### src/rtl/ram8_port.sv
// ram8_port: 8-word register memory with valid/ready request port, registered back-pressured
// read response and a clear sequencer that zeroes every word after reset or on command.
module ram8_port #(
  parameter int WIDTH  = 16,
  parameter int ADDR_W = 3
) (
  input  logic              clk,
  input  logic              rst_n,
  input  logic              req_valid,
  output logic              req_ready,
  input  logic              req_we,
  input  logic [ADDR_W-1:0] req_addr,
  input  logic [WIDTH-1:0]  req_wdata,
  input  logic              clr,
  output logic              rsp_valid,
  input  logic              rsp_ready,
  output logic [WIDTH-1:0]  rsp_rdata,
  output logic              busy
);
  localparam logic [0:0] CLEAR = 1'b0;
  localparam logic [0:0] IDLE  = 1'b1;
  logic [0:0]        state;
  logic [ADDR_W-1:0] clr_cnt;
  logic [WIDTH-1:0]  mem [2**ADDR_W];
  logic              wr, rd;
  // a stalled response blocks writes too, keeping request order intact
  assign req_ready = (state == IDLE) && !clr && (!rsp_valid || rsp_ready);
  assign wr        = req_valid && req_ready && req_we;
  assign rd        = req_valid && req_ready && !req_we;
  assign busy      = (state == CLEAR);
  always_ff @(posedge clk or negedge rst_n)
    if (!rst_n) begin
      state   <= CLEAR;
      clr_cnt <= '0;
    end else if (state == CLEAR) begin
      clr_cnt <= clr_cnt + 1'b1;
      if (&clr_cnt) state <= IDLE;
    end else if (clr) begin
      state   <= CLEAR;
      clr_cnt <= '0;
    end
  // storage is deliberately unreset; the clear sequence defines its contents
  always_ff @(posedge clk)
    if (state == CLEAR) mem[clr_cnt] <= '0;
    else if (wr) mem[req_addr] <= req_wdata;
  always_ff @(posedge clk or negedge rst_n)
    if (!rst_n) begin
      rsp_valid <= 1'b0;
      rsp_rdata <= '0;
    end else begin
      if (rd) rsp_rdata <= mem[req_addr];
      rsp_valid <= rd || (rsp_valid && !rsp_ready);
    end
endmodule

### config.mk
export PLATFORM = sky130hd
export DESIGN_NAME = ram8_port
export DESIGN_NICKNAME = d
export VERILOG_FILES = /design/src/rtl/ram8_port.sv
export SDC_FILE = /design/constraint.sdc
export NUM_CORES = 1
export LEC_CHECK = 0
export CAP_MARGIN = 40
export CORE_MARGIN = 4
export CORE_UTILIZATION = 36
export DETAILED_ROUTE_END_ITERATION = 7
export PLACE_DENSITY = 0.57
export SYNTH_ARGS = -nofsm -noshare
export SYNTH_HDL_FRONTEND = slang
export SYNTH_SLANG_ARGS = --single-unit
### constraint.sdc
create_clock -name clk -period 3.68 [get_ports clk]
set_input_delay 1.104 -clock clk [delete_from_list [all_inputs] [get_ports clk]]
set_output_delay 1.104 -clock clk [all_outputs]
set_load 0.01 [all_outputs]
**Word level (Yosys, flattened, before mapping)**

Memory sizes are Yosys's and may differ from the RTL's. A register that Yosys moved wholly into a read port is not among the register bits.
Index checks and enable logic that the tools add are counted.

- Bits in registers: 5
- Memory bits (writable): 128
- Bits of input ports: 25
- Output and inout port bits: 19
- Logic and storage cells: 34
- Memories: 1

Memory list:

| memory | words | width | read ports | clocked after Yosys merged registers in | write ports | line | RTL |
|---|---|---|---|---|---|---|---|
| mem | 8 | 16 | 1 | 1 | 1 | 24 | `logic [WIDTH-1:0] mem [2**ADDR_W];` |

- Add/sub/neg operators: 1
- Equal/unequal tests: 1
- Mux-type cells: 12
- Bitwise operators: 1
- Reductions and logical operators: 15

Operators by type and width:

| operator | number |
|---|---|
| 16-bit 2-to-1 mux | 1 |
| 16-bit OR reduction | 1 |
| 3-bit 2-to-1 mux | 3 |
| 1-bit 2-to-1 mux | 8 |
| 1-bit logical AND | 6 |
| 1-bit zero test | 5 |
| 3-bit by 1-bit adder with 3-bit output (second input constant) | 1 |
| 3-bit AND reduction | 1 |
| 1-bit logical OR | 2 |
| 2-bit != test (second input constant) | 1 |
| 1-bit inverter | 1 |

**Depth between registers and ports, before layout**

Gate-level depths: netlist of run 1.

- Word-level depth: 10
- Mapped depth: 6
- Gate-level depth less buffers: 3

**Least setup slack after synthesis of run 1**

Ideal clock, no wire load.

- Kind: input to register
- Start: in clr
- End: mem mem[6][0] (enable)
- Setup time: 414 ps
- Data arrival time: 3181 ps
- Required time: 3266 ps
- Setup slack: 84 ps
- Stages on the path: 4
- Path buffers: 1
- Cells stage by stage: nand2b_1 > clkbuf_1 > or4_1 > o31ai_1

- Word-level cells in the longest chain between the ends: 10
- Elaborated cells between the ends (all ways): 11
- Classes of those cells: mux (5); reduce/logical (6)

RTL lines:

| what | line | RTL |
|---|---|---|
| start, declared | 14 | `input logic clr,` |
| 1-bit zero test * | 27 | `assign req_ready = (state == IDLE) && !clr && (!rsp_valid \|\| rsp_ready);` |
| 1-bit logical AND * (2 in a row) | 27 |  |
| 1-bit logical AND * (2 in a row) | 28 | `assign wr = req_valid && req_ready && req_we;` |
| 1-bit 2-to-1 mux * | 45 | `else if (wr) mem[req_addr] <= req_wdata;` |
| 1-bit 2-to-1 mux * | 44 | `if (state == CLEAR) mem[clr_cnt] <= '0;` |
| 1-bit 2-to-1 mux (not written as such) * | 45 |  |
| 16-bit OR reduction (no line) | -- |  |
| 3-bit 2-to-1 mux (no line) or 1-bit 2-to-1 mux (tied branches) | -- |  |
| end, declared | 24 |  |

Mark *: on every way between the ends. The rest lies on a longest branch, timed or not.

**Worst setup path in the final report of run 1**

- Start: in clr
- End: out req_ready

- Word-level cells in the longest chain between the ends: 3

RTL lines:

| what | line | RTL |
|---|---|---|
| 1-bit zero test | 27 |  |
| 1-bit logical AND (2 in a row) | 27 |  |
| end, declared | 10 | `output logic req_ready,` |

No other way between the ends.

==> impl_metrics.yaml, run 1 <==
setup_path:
  cp_max_fo: 2
  crit_path_frequent_cell: "clkdlybuf4s50_1"
  end_kind: "output pin"
  start_kind: "primary input"
  max_stage_delay_ns: 0.60
  slowest_stage: "clkdlybuf4s50_1"
  path_buf_inv: 2
  critical_path_required_ns: 2.58
  setup.worst_path.class: "primary input to output pin"
  cp.arrival_ns: 2.45
  cp_cell_sequence: "clkdlybuf4s50_1 > nand2b_1 > nor2_1 > clkdlybuf4s50_1"
  path_delay_family: "buffers and inverters"
detailed_routing:
  initialDrtViolationCount: 202
  dr.pass1.iters: 4
  vias_per_cell: 5.14
  wl_per_cell_um: 20.6
  drc: 0
  postRouteAntennaNets: 0
  route.vias.total: 3366
  routed_wl_um: 13500
finish:
  final_cell_mix: "edfxtp_1, clkdlybuf4s50_1, mux2_2, mux2i_1, buf_4"
  nets: 449
  area.growth.synth_to_final_pct: 23.6
  layout_commonest_cell: "edfxtp_1"
  drive_above_1_share: 0.251
  antenna_cells: 0
synthesis:
  yosys_warnings: 0
  synth_edf_count: 128
  avgSynthCellArea_um2: 17.1
  synth_top_family_by_area: "multiplexers"
  seq_area_frac_synth: 0.716
  ys_types: 28
  synthAdderAreaFrac: 0.00410
  synthXorXnorAreaFrac: 0
  synth_cells: 356
  synthSimpleGateAreaFrac: 0.0351
  synth_ff_type: "edfxtp_1"
  synth.area.mux_share: 0.112
  yosys_register_bits: 149
  synthArstFlopShare: 0.141
  synth_compound_area_frac: 0.108
  synth_area_um2: 6100
  synth_nets: 383
cts:
  post_cts_buffers: 0
  clockBufferDepth: 2
  root_buffer: "clkbuf_16"
  cts_buffers: 17
  ctsHoldBuffers: 0
  htree_levels: 4
  cts_sinks: 149
  cts_resized: 0
  cts_tree: "done"
  clkSlewWorstSetupHoldPaths_ns: 0.06
  clk_latency_ns: 0.42
hold_path:
  min_path_type: "flip-flop to flip-flop"
sta:
  skew_ns: 0.0105
  tightest_slew_ns: 0.467
  slew_headroom: 0.688
  fmax_ghz: 0.281
  hold_viol: 0
  finalSetupViolCount: 0
  rsz0062_at_grt: "no"
  min_period_over_period: 0.966
  drv_slew: 0
  fin_crit_ns: 3.56
  whs_ns: 0.518
  fin_setup_tns_ns: 0
power:
  finalPower_mw: 5.48
  p_leak_nw: 2.72
  peakVddDrop_mv: 0.393
  powerDensity_nw_per_um2: 726
placed_design:
  gp_congestion: 0.788
  port_buffers: 43
  hpwl_um: 8620
die:
  die-area_um2: 19100
  die_w_um: 138
  initial_core_util: 0.368
  rows: 47
  die-height_um: 138
  ioPinCount: 44
  core_area_um2: 16600
global_routing:
  grt_pass1_wl_um: 20600
  grt_start_max_net_pins: 29
  grt_overflow: 0
  grt_usage: 0.146
  grt_pass1_vias: 3387
  antenna_found_initial: 0
job:
  maxCapViolCount: 0
run_status:
  status: "complete, no violations"
power by group:
part           internal, mW  switching (mW)  leakage, nW
Clock                  1.07           0.651        0.290
Combinational         0.540           0.685        0.955
Sequential             2.37           0.163         1.48
cells by family (layout without fill, tap and decap cells):
logic type	count (synthesis)	after routing
flops	149	149
compound gates	76	76
mux	64	64
simple gates	35	35
buf+inv	30	109
fa+ha+maj	2	2
sequential cells by signal, summed over array words and instances (netlist names):
signal,cells
clr_cnt,3
rsp_valid,1
rsp_rdata,16
mem,128
state,1
layout make-up:
class                      instances  area [µm²]
tap                              220         275
timing repair buffer              72         653
clock inverter                    10        90.1
fill                            1435        9040
inverter                           5        18.8
multi-input combinational        177        1620
clock buffer                      22         518
sequential                       149        4370
final timing paths:
kind,slack (ns),to,cells after the start,from
min,0.52,rsp_rdata[2],2,rsp_rdata[2]
max,0.12,req_ready,4,clr
min reg2reg,0.52,rsp_rdata[2],2,rsp_rdata[2]
max reg2reg,1.46,mem[6][6],5,rsp_valid
min in group asynchronous,1.00,rsp_valid,1,rst_n
max in group asynchronous,2.21,rsp_rdata[7],2,rst_n
Yosys cell counts (6+ instances only):
| library cell | number | area share |
|---|---|---|
| mux2_2 | 32 | 0.059 |
| o22ai_1 | 16 | 0.016 |
| a32o_1 | 6 | 0.0098 |
| o41ai_1 | 16 | 0.023 |
| dfrtp_1 | 21 | 0.086 |
| edfxtp_1 | 128 | 0.63 |
| clkbuf_1 | 14 | 0.0086 |
| o31ai_2 | 10 | 0.021 |
| o31ai_1 | 8 | 0.0098 |
| buf_2 | 7 | 0.0057 |
| mux2i_1 | 32 | 0.053 |
| a22o_1 | 18 | 0.026 |
| and2_1 | 16 | 0.016 |
tightest hold or removal path, stage by stage, from the launching register on:
cell     delay, ns
dfrtp_1       0.35
o41ai_1       0.08
o31ai_2       0.06
routing by layer:
metal | GRT usage | vias up | part of all wire
met4 | 0.0499 | 0 | 0.015
met5 | 0 | - | 0
met2 | 0.231 | 80 | 0.49
met3 | 0.0390 | 12 | 0.047
li1 | - | 1572 | -
met1 | 0.197 | 1702 | 0.45
metrics by stage:
| step | cells | util | setup slack, ns | cell area (µm²) |
|---|---|---|---|---|
| 2_1_floorplan | 356 | - | 0.0844 | 6100 |
| 6_report | 655 | 0.455 | 0.125 | 7540 |
| 3_3_place_gp | 622 | 0.417 | 0.0351 | 6920 |
| 4_1_cts | 655 | 0.455 | 0.0407 | 7540 |
| 3_5_place_dp | 623 | 0.418 | 0.0473 | 6930 |
| 5_1_grt | 655 | 0.455 | 0.0439 | 7540 |
(Power assumes the default switching activity.)
==> inputs of run 2 (changes only) <==
--- a/config.mk
+++ b/config.mk
@@ -7,9 +7,9 @@
 export LEC_CHECK = 0
 export CAP_MARGIN = 40
 export CORE_MARGIN = 4
-export CORE_UTILIZATION = 36
+export CORE_UTILIZATION = 35
 export DETAILED_ROUTE_END_ITERATION = 7
-export PLACE_DENSITY = 0.57
+export PLACE_DENSITY = 0.56
 export SYNTH_ARGS = -nofsm -noshare
 export SYNTH_HDL_FRONTEND = slang
 export SYNTH_SLANG_ARGS = --single-unit
==> impl_metrics.yaml, run 2 (synthesized netlist as in run 1, its figures left out) <==
die:
  die-area_um2: 19600
  die-height_um: 140
  core_area_um2: 17200
  die_w_um: 140
  ioPinCount: 44
  initial_core_util: 0.355
  rows: 48
setup_path:
  crit_path_frequent_cell: "clkdlybuf4s50_1"
  start_kind: "primary input"
  end_kind: "output pin"
  critical_path_required_ns: 2.58
  cp_cell_sequence: "clkdlybuf4s50_1 > nand2b_1 > nor2_1 > clkdlybuf4s50_1"
  cp.arrival_ns: 2.41
  setup.worst_path.class: "primary input to output pin"
  path_buf_inv: 2
  max_stage_delay_ns: 0.58
  path_delay_family: "buffers and inverters"
  slowest_stage: "clkdlybuf4s50_1"
  cp_max_fo: 2
global_routing:
  grt_pass1_vias: 3559
  grt_pass1_wl_um: 21200
  grt_overflow: 0
  grt_start_max_net_pins: 41
  grt_usage: 0.149
  antenna_found_initial: 0
detailed_routing:
  route.vias.total: 3395
  initialDrtViolationCount: 254
  wl_per_cell_um: 21.0
  dr.pass1.iters: 4
  vias_per_cell: 5.12
  postRouteAntennaNets: 0
  routed_wl_um: 13900
  drc: 0
finish:
  seqCellArea_um2: 4370
  nFillCells: 1546
  postLayoutCoreUtil: 0.440
  nets: 452
  area.growth.synth_to_final_pct: 23.8
  final_cell_mix: "edfxtp_1, clkdlybuf4s50_1, mux2_2, mux2i_1, buf_4"
  drive_above_1_share: 0.253
  multiInputGateArea_um2: 1620
  antenna_cells: 0
  layout_commonest_cell: "edfxtp_1"
  regMostFlops: "mem"
  fin_cells: 663
  reg_top3: "mem x128, rsp_rdata x16, clr_cnt x3"
  largest_reg_flops: 128
power:
  powerDensity_nw_per_um2: 728
  peakVddDrop_mv: 0.369
  p_leak_nw: 2.71
  finalPower_mw: 5.50
cts:
  clk_latency_ns: 0.42
  cts_tree: "done"
  cts_buffers: 17
  ctsHoldBuffers: 0
  root_buffer: "clkbuf_16"
  clkSlewWorstSetupHoldPaths_ns: 0.06
  post_cts_buffers: 0
  cts_resized: 0
  cts_sinks: 149
  clockBufferDepth: 2
  htree_levels: 4
sta:
  skew_ns: 0.00817
  slew_headroom: 0.572
  fin_crit_ns: 3.52
  fin_setup_tns_ns: 0
  setup_ws_ns: 0.163
  drv_slew: 0
  rsz0062_at_grt: "no"
  hold_viol: 0
  fmax_ghz: 0.284
  finalSetupViolCount: 0
  tightest_slew_ns: 0.643
  min_period_over_period: 0.956
job:
  maxCapViolCount: 0
placed_design:
  gp_congestion: 0.776
  dp_slack_ns: 0.0880
  hpwl_um: 9150
  dp.cells: 631
  port_buffers: 43
run_status:
  status: "complete, no violations"
hold_path:
  min_path_type: "flip-flop to flip-flop"
run 2: cell types whose count changed in the layout (fill, tap and decap cells not counted), sizes merged:
cell / previous run / this run
clkinvlp: 4 / 7
inv: 6 / 5
clkbuf: 22 / 18
bufinv: 1 / 3
buf: 30 / 33
run 2: final cells by class:
| type | count | area share |
|---|---|---|
| Multi-Input combinational cell | 177 | 0.214 |
| Tap cell | 225 | 0.0373 |
| Clock buffer | 18 | 0.0568 |
| Clock inverter | 14 | 0.0214 |
| Sequential cell | 149 | 0.579 |
| Timing Repair Buffer | 75 | 0.0895 |
| Inverter | 5 | 0.00249 |
run 2: worst reg2reg max path, delay by kind of cell, from the launching register on:
kind	cells	cell delay, ns
DFF	1	0.37
buffers and inverters	2	0.45
AOI/OAI and AO/OA	1	0.27
and+or+nand+nor	2	0.76
run 2: path summary, 6_finish.rpt:
check	start	to	slack, ns	cells past startpoint
worst max-delay path	clr	req_ready	0.16	4
worst min-delay path	rsp_rdata[10]	rsp_rdata[10]	0.52	2
worst max register to register	rsp_valid	mem[6][9]	1.54	5
worst min register to register	rsp_rdata[10]	rsp_rdata[10]	0.52	2
max in group asynchronous	rst_n	rsp_rdata[15]	2.18	2
min in group asynchronous	rst_n	rsp_valid	1.02	1
run 2: report_power, final:
group	total, mW	internal, mW	switching, mW
logic	1.25	0.552	0.693
registers	2.55	2.37	0.174
clock network	1.71	1.06	0.653
run 2: per-stage QoR:
stage / cell area, µm² / hold WS (ns)
final: 7550 / 0.517
after global routing: 7550 / 0.558
after CTS: 7550 / 0.520
after detailed placement: 6960 / 0.506
after global placement: 6950 / 0.511
after floorplan: 6100 / 0.494
run 2: per-layer routing:
| layer | GRT usage | wire length (µm) | vias to the layer above |
|---|---|---|---|
| li1 | - | - | 1574 |
| met2 | 0.241 | 6750 | 85 |
| met5 | 0 | 0 | - |
| met1 | 0.194 | 6150 | 1718 |
| met3 | 0.0379 | 758 | 18 |
| met4 | 0.0566 | 257 | 0 |
